`src/rtl/spi_cmd_sequencer.sv`:
```
// Frames SPI bytes into command packets (header, payload, optional checksum) and hands them out on valid/ready.
// Build option: CMD_CHECKSUM_EN adds the trailing XOR checksum byte and the CHECK state.
module spi_cmd_sequencer #(
   parameter int WIDTH          = 8,
   parameter int MAX_PAYLOAD    = 4,
   parameter int TIMEOUT_CYCLES = 100000
) (
   input  logic                         clk,
   input  logic                         reset,
   input  logic [WIDTH-1:0]             spi_data,
   input  logic                         spi_data_valid,
   output logic                         spi_clear,
   output logic [3:0]                   cmd_opcode,
   output logic [3:0]                   cmd_len,
   output logic [MAX_PAYLOAD*WIDTH-1:0] cmd_payload,
   output logic                         cmd_valid,
   input  logic                         cmd_ready,
   output logic                         err_length,
   output logic                         err_checksum,
   output logic                         err_timeout,
   output logic [7:0]                   err_count
);

   // state   | meaning
   // IDLE    | waiting for a header byte
   // PAYLOAD | collecting payload bytes, idx counts stored bytes
   // CHECK   | waiting for the checksum byte (CMD_CHECKSUM_EN only)
   // HOLD    | packet presented, input bytes left pending until handoff
`ifdef CMD_CHECKSUM_EN
   typedef enum logic [1:0] {S_IDLE, S_PAYLOAD, S_CHECK, S_HOLD} state_t;
`else
   typedef enum logic [1:0] {S_IDLE, S_PAYLOAD, S_HOLD} state_t;
`endif

   localparam int              TW       = (TIMEOUT_CYCLES > 1) ? $clog2(TIMEOUT_CYCLES) : 1;
   localparam logic [TW-1:0]   TMO_LAST = TW'(TIMEOUT_CYCLES - 1);
   localparam logic [3:0]      MAX_LEN  = 4'(MAX_PAYLOAD);
   localparam int              PW       = MAX_PAYLOAD * WIDTH;

   state_t           state_q, state_nxt;
   logic [3:0]       opcode_q, opcode_nxt;
   logic [3:0]       len_q, len_nxt;
   logic [PW-1:0]    payload_q, payload_nxt;
   logic [3:0]       idx_q, idx_nxt;
   logic [TW-1:0]    tmo_q, tmo_nxt;
   logic             err_len_q, err_len_nxt;
   logic             err_tmo_q, err_tmo_nxt;
   logic [7:0]       err_count_q;
   logic             err_any;
   logic             accept;
   logic [3:0]       hdr_len;
`ifdef CMD_CHECKSUM_EN
   logic [WIDTH-1:0] csum_q, csum_nxt;
   logic             err_ck_q, err_ck_nxt;
`endif

   // Reset also gates the clear so the SPI byte is never consumed while held in reset.
   assign accept    = reset & spi_data_valid & (state_q != S_HOLD);
   assign spi_clear = accept;
   assign hdr_len   = spi_data[3:0];

   always_comb begin
      state_nxt   = state_q;
      opcode_nxt  = opcode_q;
      len_nxt     = len_q;
      payload_nxt = payload_q;
      idx_nxt     = idx_q;
      tmo_nxt     = '0;
      err_len_nxt = 1'b0;
      err_tmo_nxt = 1'b0;
`ifdef CMD_CHECKSUM_EN
      csum_nxt    = csum_q;
      err_ck_nxt  = 1'b0;
`endif
      case (state_q)
         S_IDLE: begin
            if (accept) begin
               opcode_nxt  = spi_data[7:4];
               len_nxt     = hdr_len;
               payload_nxt = '0;
               idx_nxt     = '0;
`ifdef CMD_CHECKSUM_EN
               csum_nxt    = spi_data;
`endif
               if (hdr_len > MAX_LEN) begin
                  err_len_nxt = 1'b1;
               end else if (hdr_len == 4'd0) begin
`ifdef CMD_CHECKSUM_EN
                  state_nxt = S_CHECK;
`else
                  state_nxt = S_HOLD;
`endif
               end else begin
                  state_nxt = S_PAYLOAD;
               end
            end
         end
         S_PAYLOAD: begin
            if (accept) begin
               payload_nxt[int'(idx_q)*WIDTH +: WIDTH] = spi_data;
               idx_nxt = idx_q + 4'd1;
`ifdef CMD_CHECKSUM_EN
               csum_nxt = csum_q ^ spi_data;
`endif
               if (idx_q == len_q - 4'd1) begin
`ifdef CMD_CHECKSUM_EN
                  state_nxt = S_CHECK;
`else
                  state_nxt = S_HOLD;
`endif
               end
            end else if (tmo_q == TMO_LAST) begin
               err_tmo_nxt = 1'b1;
               state_nxt   = S_IDLE;
            end else begin
               tmo_nxt = tmo_q + TW'(1);
            end
         end
`ifdef CMD_CHECKSUM_EN
         S_CHECK: begin
            if (accept) begin
               if (spi_data == csum_q) begin
                  state_nxt = S_HOLD;
               end else begin
                  err_ck_nxt = 1'b1;
                  state_nxt  = S_IDLE;
               end
            end else if (tmo_q == TMO_LAST) begin
               err_tmo_nxt = 1'b1;
               state_nxt   = S_IDLE;
            end else begin
               tmo_nxt = tmo_q + TW'(1);
            end
         end
`endif
         S_HOLD: begin
            if (cmd_ready) begin
               state_nxt = S_IDLE;
            end
         end
         default: state_nxt = S_IDLE;
      endcase
   end

`ifdef CMD_CHECKSUM_EN
   assign err_any = err_len_nxt | err_tmo_nxt | err_ck_nxt;
`else
   assign err_any = err_len_nxt | err_tmo_nxt;
`endif

   always_ff @(posedge clk) begin
      if (!reset) begin
         state_q     <= S_IDLE;
         opcode_q    <= '0;
         len_q       <= '0;
         payload_q   <= '0;
         idx_q       <= '0;
         tmo_q       <= '0;
         err_len_q   <= 1'b0;
         err_tmo_q   <= 1'b0;
         err_count_q <= '0;
`ifdef CMD_CHECKSUM_EN
         csum_q      <= '0;
         err_ck_q    <= 1'b0;
`endif
      end else begin
         state_q     <= state_nxt;
         opcode_q    <= opcode_nxt;
         len_q       <= len_nxt;
         payload_q   <= payload_nxt;
         idx_q       <= idx_nxt;
         tmo_q       <= tmo_nxt;
         err_len_q   <= err_len_nxt;
         err_tmo_q   <= err_tmo_nxt;
         if (err_any && (err_count_q != 8'hFF)) begin
            err_count_q <= err_count_q + 8'd1;
         end
`ifdef CMD_CHECKSUM_EN
         csum_q      <= csum_nxt;
         err_ck_q    <= err_ck_nxt;
`endif
      end
   end

   assign cmd_valid   = (state_q == S_HOLD);
   assign cmd_opcode  = opcode_q;
   assign cmd_len     = len_q;
   assign cmd_payload = payload_q;
   assign err_length  = err_len_q;
   assign err_timeout = err_tmo_q;
   assign err_count   = err_count_q;
`ifdef CMD_CHECKSUM_EN
   assign err_checksum = err_ck_q;
`else
   assign err_checksum = 1'b0;
`endif

endmodule

```
`config.mk`:
```
export PLATFORM = sky130hd
export DESIGN_NAME = spi_cmd_sequencer
export DESIGN_NICKNAME = d
export VERILOG_FILES = /design/src/rtl/spi_cmd_sequencer.sv
export SDC_FILE = /design/constraint.sdc
export NUM_CORES = 1
export LEC_CHECK = 0
export CORE_MARGIN = 4
export CORE_UTILIZATION = 50
export DETAILED_ROUTE_END_ITERATION = 10
export DONT_BUFFER_PORTS = 1
export PLACE_DENSITY = 0.68
export SYNTH_ARGS = -nofsm -noshare
export SYNTH_HDL_FRONTEND = slang
export SYNTH_SLANG_ARGS = --single-unit
export TNS_END_PERCENT = 1
```
`constraint.sdc`:
```
create_clock -name clk -period 2.38 [get_ports clk]
set_clock_uncertainty 0.2 [all_clocks]
set_input_delay 0.476 -clock clk [delete_from_list [all_inputs] [get_ports clk]]
set_output_delay 0.476 -clock clk [all_outputs]
set_load 0.02 [all_outputs]
```
==> flow_metrics.env <==
export IMPL_pin_count_of_the_biggest_net_entering_global_routing=20
export IMPL_finalMaxSlewViolations=0
export IMPL_drt_pass1_iterations=4
export IMPL_fill_cells=539
export IMPL_placeableCoreArea_um2=6350
export IMPL_start_kind="flip-flop"
export IMPL_cts_tree="built"
export IMPL_global_route_usage_met3_pct=5.35
export IMPL_relSlewSlack_pct=48.6
export IMPL_grt_use_total_pct=20.5
export IMPL_grt_pass1_vias=2478
export IMPL_groute_layer_met2_usage_pct=30.7
export IMPL_synthesis_instances=372
export IMPL_synth_largest_type_area_fraction_pct=44.7
export IMPL_design_die_area_um2=7900
export IMPL_setup_repair_after_global_routing_missed_its_margin="true"
export IMPL_final_cell_count_no_fill=471
export IMPL_port_buffer_count=0
export IMPL_cts_sink_count=73
export IMPL_vias=2672
export IMPL_synth_cells_most_frequent="sky130_fd_sc_hd__dfxtp_1, sky130_fd_sc_hd__nand2_1, sky130_fd_sc_hd__nor2_1, sky130_fd_sc_hd__nand3_1, sky130_fd_sc_hd__a21oi_1"
export IMPL_wire_per_inst_um=16.5
export IMPL_synthesis_yosys_warnings=0
export IMPL_cp_arrival_ns=2.44
export IMPL_detail_route_drc_violations=0
export IMPL_yosys_cell_count_top_type="sky130_fd_sc_hd__dfxtp_1"
export IMPL_design_area_um2=3690
export IMPL_post_place_cells=453
export IMPL_floorplan_initialDensity_pct=51.5
export IMPL_drt_vias_per_instance=5.67
export IMPL_finalSetupViolCount=0
export IMPL_yosys_register_bits=73
export IMPL_timing_hold_worst_class="input port to flip-flop"
export IMPL_routabilityCongestion=0.906
export IMPL_antenna_cells=0
export IMPL_clock_tree_buffer_depth=2
export IMPL_die_y_um=88.9
export IMPL_layout_cells_sized_above_1_pct=15.0
export IMPL_placement_cell_area_um2=3450
export IMPL_net_count_of_the_mapped_netlist=390
export IMPL_timing_critical_path_required_ns=2.47
export IMPL_cts_hold_repair_buffers=0
export IMPL_cts_max_level=3
export IMPL_worst_pin_slew_ns=0.770
export IMPL_nNetsFinal=407
export IMPL_sequential_cell_area_fraction_in_the_yosys_report_pct=44.7
export IMPL_post_dp_hpwl_um=5590
export IMPL_edff_count_synth=0
export IMPL_power_leakage_uw=0.00125
export IMPL_netlist_top_cell_by_area="sky130_fd_sc_hd__dfxtp_1"
export IMPL_io_pins=65
export IMPL_worst_ir_drop_vdd_mv=0.442
export IMPL_synth_area_top_cells="sky130_fd_sc_hd__dfxtp_1, sky130_fd_sc_hd__nand2_1, sky130_fd_sc_hd__nand3_1"
export IMPL_cp_cell_sequence="or3_4 -> ha_4 -> and4b_1 -> o211ai_1 -> buf_4 -> nor4_4 -> buf_4 -> a22o_1"
export IMPL_hold_path_depth=1
export IMPL_clkSlewWorstSetupHoldPaths_ns=0.08
export IMPL_drt_iter0_drc=174
export IMPL_max_freq_ghz=0.426
export IMPL_cp_common_cell="sky130_fd_sc_hd__buf_4"
export IMPL_max_cap_viol_count=0
export IMPL_worstSetupEndpointType="flip-flop"
export IMPL_final_period_minus_worst_setup_slack_ns=2.35
export IMPL_growth_of_design_area_from_synthesis_to_finish_pct=12.7
export IMPL_rows=29
export IMPL_p_per_area_nw_per_um2=637
export IMPL_finalCritPeriodShare_pct=98.7
export IMPL_gr_total_overflow=0
export IMPL_most_common_flop_cell_mapped_by_yosys="sky130_fd_sc_hd__dfxtp_1"
export IMPL_cts_buffers=9
export IMPL_grt_antenna_before_repair=0
export IMPL_totalWireLength_um=7790
export IMPL_max_incr_delay_on_cp_ns=0.39
export IMPL_run_status="finished, final reports clean"
export IMPL_worst_r2r_path_depth=8
export IMPL_root_cell_of_the_clock_tree="sky130_fd_sc_hd__clkbuf_8"
export IMPL_critical_path_slowest_cell="sky130_fd_sc_hd__or3_4"
export IMPL_fp_dieW_um=88.9
export IMPL_gr_max_usage_layer="met2"
export IMPL_critical_path_peak_fanout=7
export IMPL_post_synth_instance_area_um2=3270
export IMPL_final_hold_viol_count=0
export IMPL_ant_nets=0
export IMPL_post_synth_cell_area_avg_um2=8.80
export IMPL_worst_setup_path_type="flip-flop to flip-flop"
export IMPL_groute_layer_met1_usage_pct=27.4
export IMPL_clk_latency_ns=0.35
export IMPL_timing_hold_ws_ns=0.0484
export IMPL_ys_async_sr_fraction_pct=0
export IMPL_netlist_cell_type_count=53
export IMPL_grt_first_pass_wirelength_um=12300
-- placed cells by master (no fill, tap or decap), types with 6 or more instances in the layout --
cell type and instances:
sky130_fd_sc_hd__inv_1 9, sky130_fd_sc_hd__nor3_1 10, sky130_fd_sc_hd__buf_4 19, sky130_fd_sc_hd__dfxtp_1 72, sky130_fd_sc_hd__clkbuf_8 9, sky130_fd_sc_hd__xnor2_1 12
sky130_fd_sc_hd__nand4_1 6, sky130_fd_sc_hd__xor2_1 9, sky130_fd_sc_hd__nand3_1 30, sky130_fd_sc_hd__nand2_1 57, sky130_fd_sc_hd__nor2_1 30, sky130_fd_sc_hd__mux2i_1 10
sky130_fd_sc_hd__o21ai_0 18, sky130_fd_sc_hd__a22o_1 8, sky130_fd_sc_hd__a21oi_1 23
-- per-stage QoR --
stage               total power [µW]  setup TNS, ns  worst slack (ns)  util [%]
finish                          2350              0            0.0308      58.1
global route                    2440         -0.306           -0.0550      58.1
CTS                             2370              0            0.0123      57.5
detailed placement              1420              0            0.0217      54.4
global placement                1420              0            0.0797      54.4
floorplan                       1380              0           0.00233         -
-- area by class of cell --
cell class	instances	area [µm²]	share of cell area, %
inverter	10	37.5	1.02
clock inverter	7	70.1	1.90
clock buffer	9	124	3.36
multi-input combinational	275	1730	47.0
tap	77	96.3	2.61
sequential	73	1460	39.7
timing repair buffer	20	163	4.41
-- cells by family after synthesis --
kind of cell | count (synthesis) | share of synthesized area (%)
other | 1 | 0.115
AO/OA/AOI/OAI | 62 | 11.8
adder cells (fa/ha/maj) | 6 | 2.29
AND/OR/NAND/NOR | 174 | 28.8
XOR/XNOR | 22 | 6.12
multiplexers | 10 | 3.06
buffers and inverters | 24 | 3.21
flip-flops | 73 | 44.7
-- flip-flops by register name, indices dropped and copies added, names as in the netlist --
signal	count
err_timeout	1
tmo_q	17
err_count	8
cmd_payload	32
state_q	2
cmd_opcode	4
idx_q	4
err_length	1
cmd_len	4
-- worst max-delay path: cells and delay by family, from the launching register on --
| kind | cells | cell delay (ns) |
|---|---|---|
| fa+ha+maj | 1 | 0.29 |
| simple gates | 3 | 0.89 |
| buf+inv | 2 | 0.35 |
| flops | 1 | 0.32 |
| compound gates | 2 | 0.25 |
-- final timing paths --
kind	start	endpoint	slack, ns
min reg2reg	tmo_q[0]	tmo_q[0]	0.26
max	idx_q[0]	cmd_payload[18]	0.03
max reg2reg	idx_q[0]	cmd_payload[18]	0.03
min	spi_data[1]	cmd_payload[17]	0.05
-- per-layer routing --
metal | part of all wire (%) | up-vias
met3 | 6.4 | 13
met4 | 2.2 | 0
met1 | 46 | 1252
met2 | 45 | 62
met5 | 0 | -
li1 | - | 1345
-- repair_timing --
item	CTS	global route
hold endpoints to repair	0	0
setup buffers	0	2
gates resized for setup	0	5
setup endpoints to repair	0	13
-- where the power goes --
group / internal, µW / switching (µW)
combinational: 51.9 / 84.4
sequential: 1230 / 24.1
clock: 483 / 471
total: 1770 / 580
(Power assumes the default switching activity.)
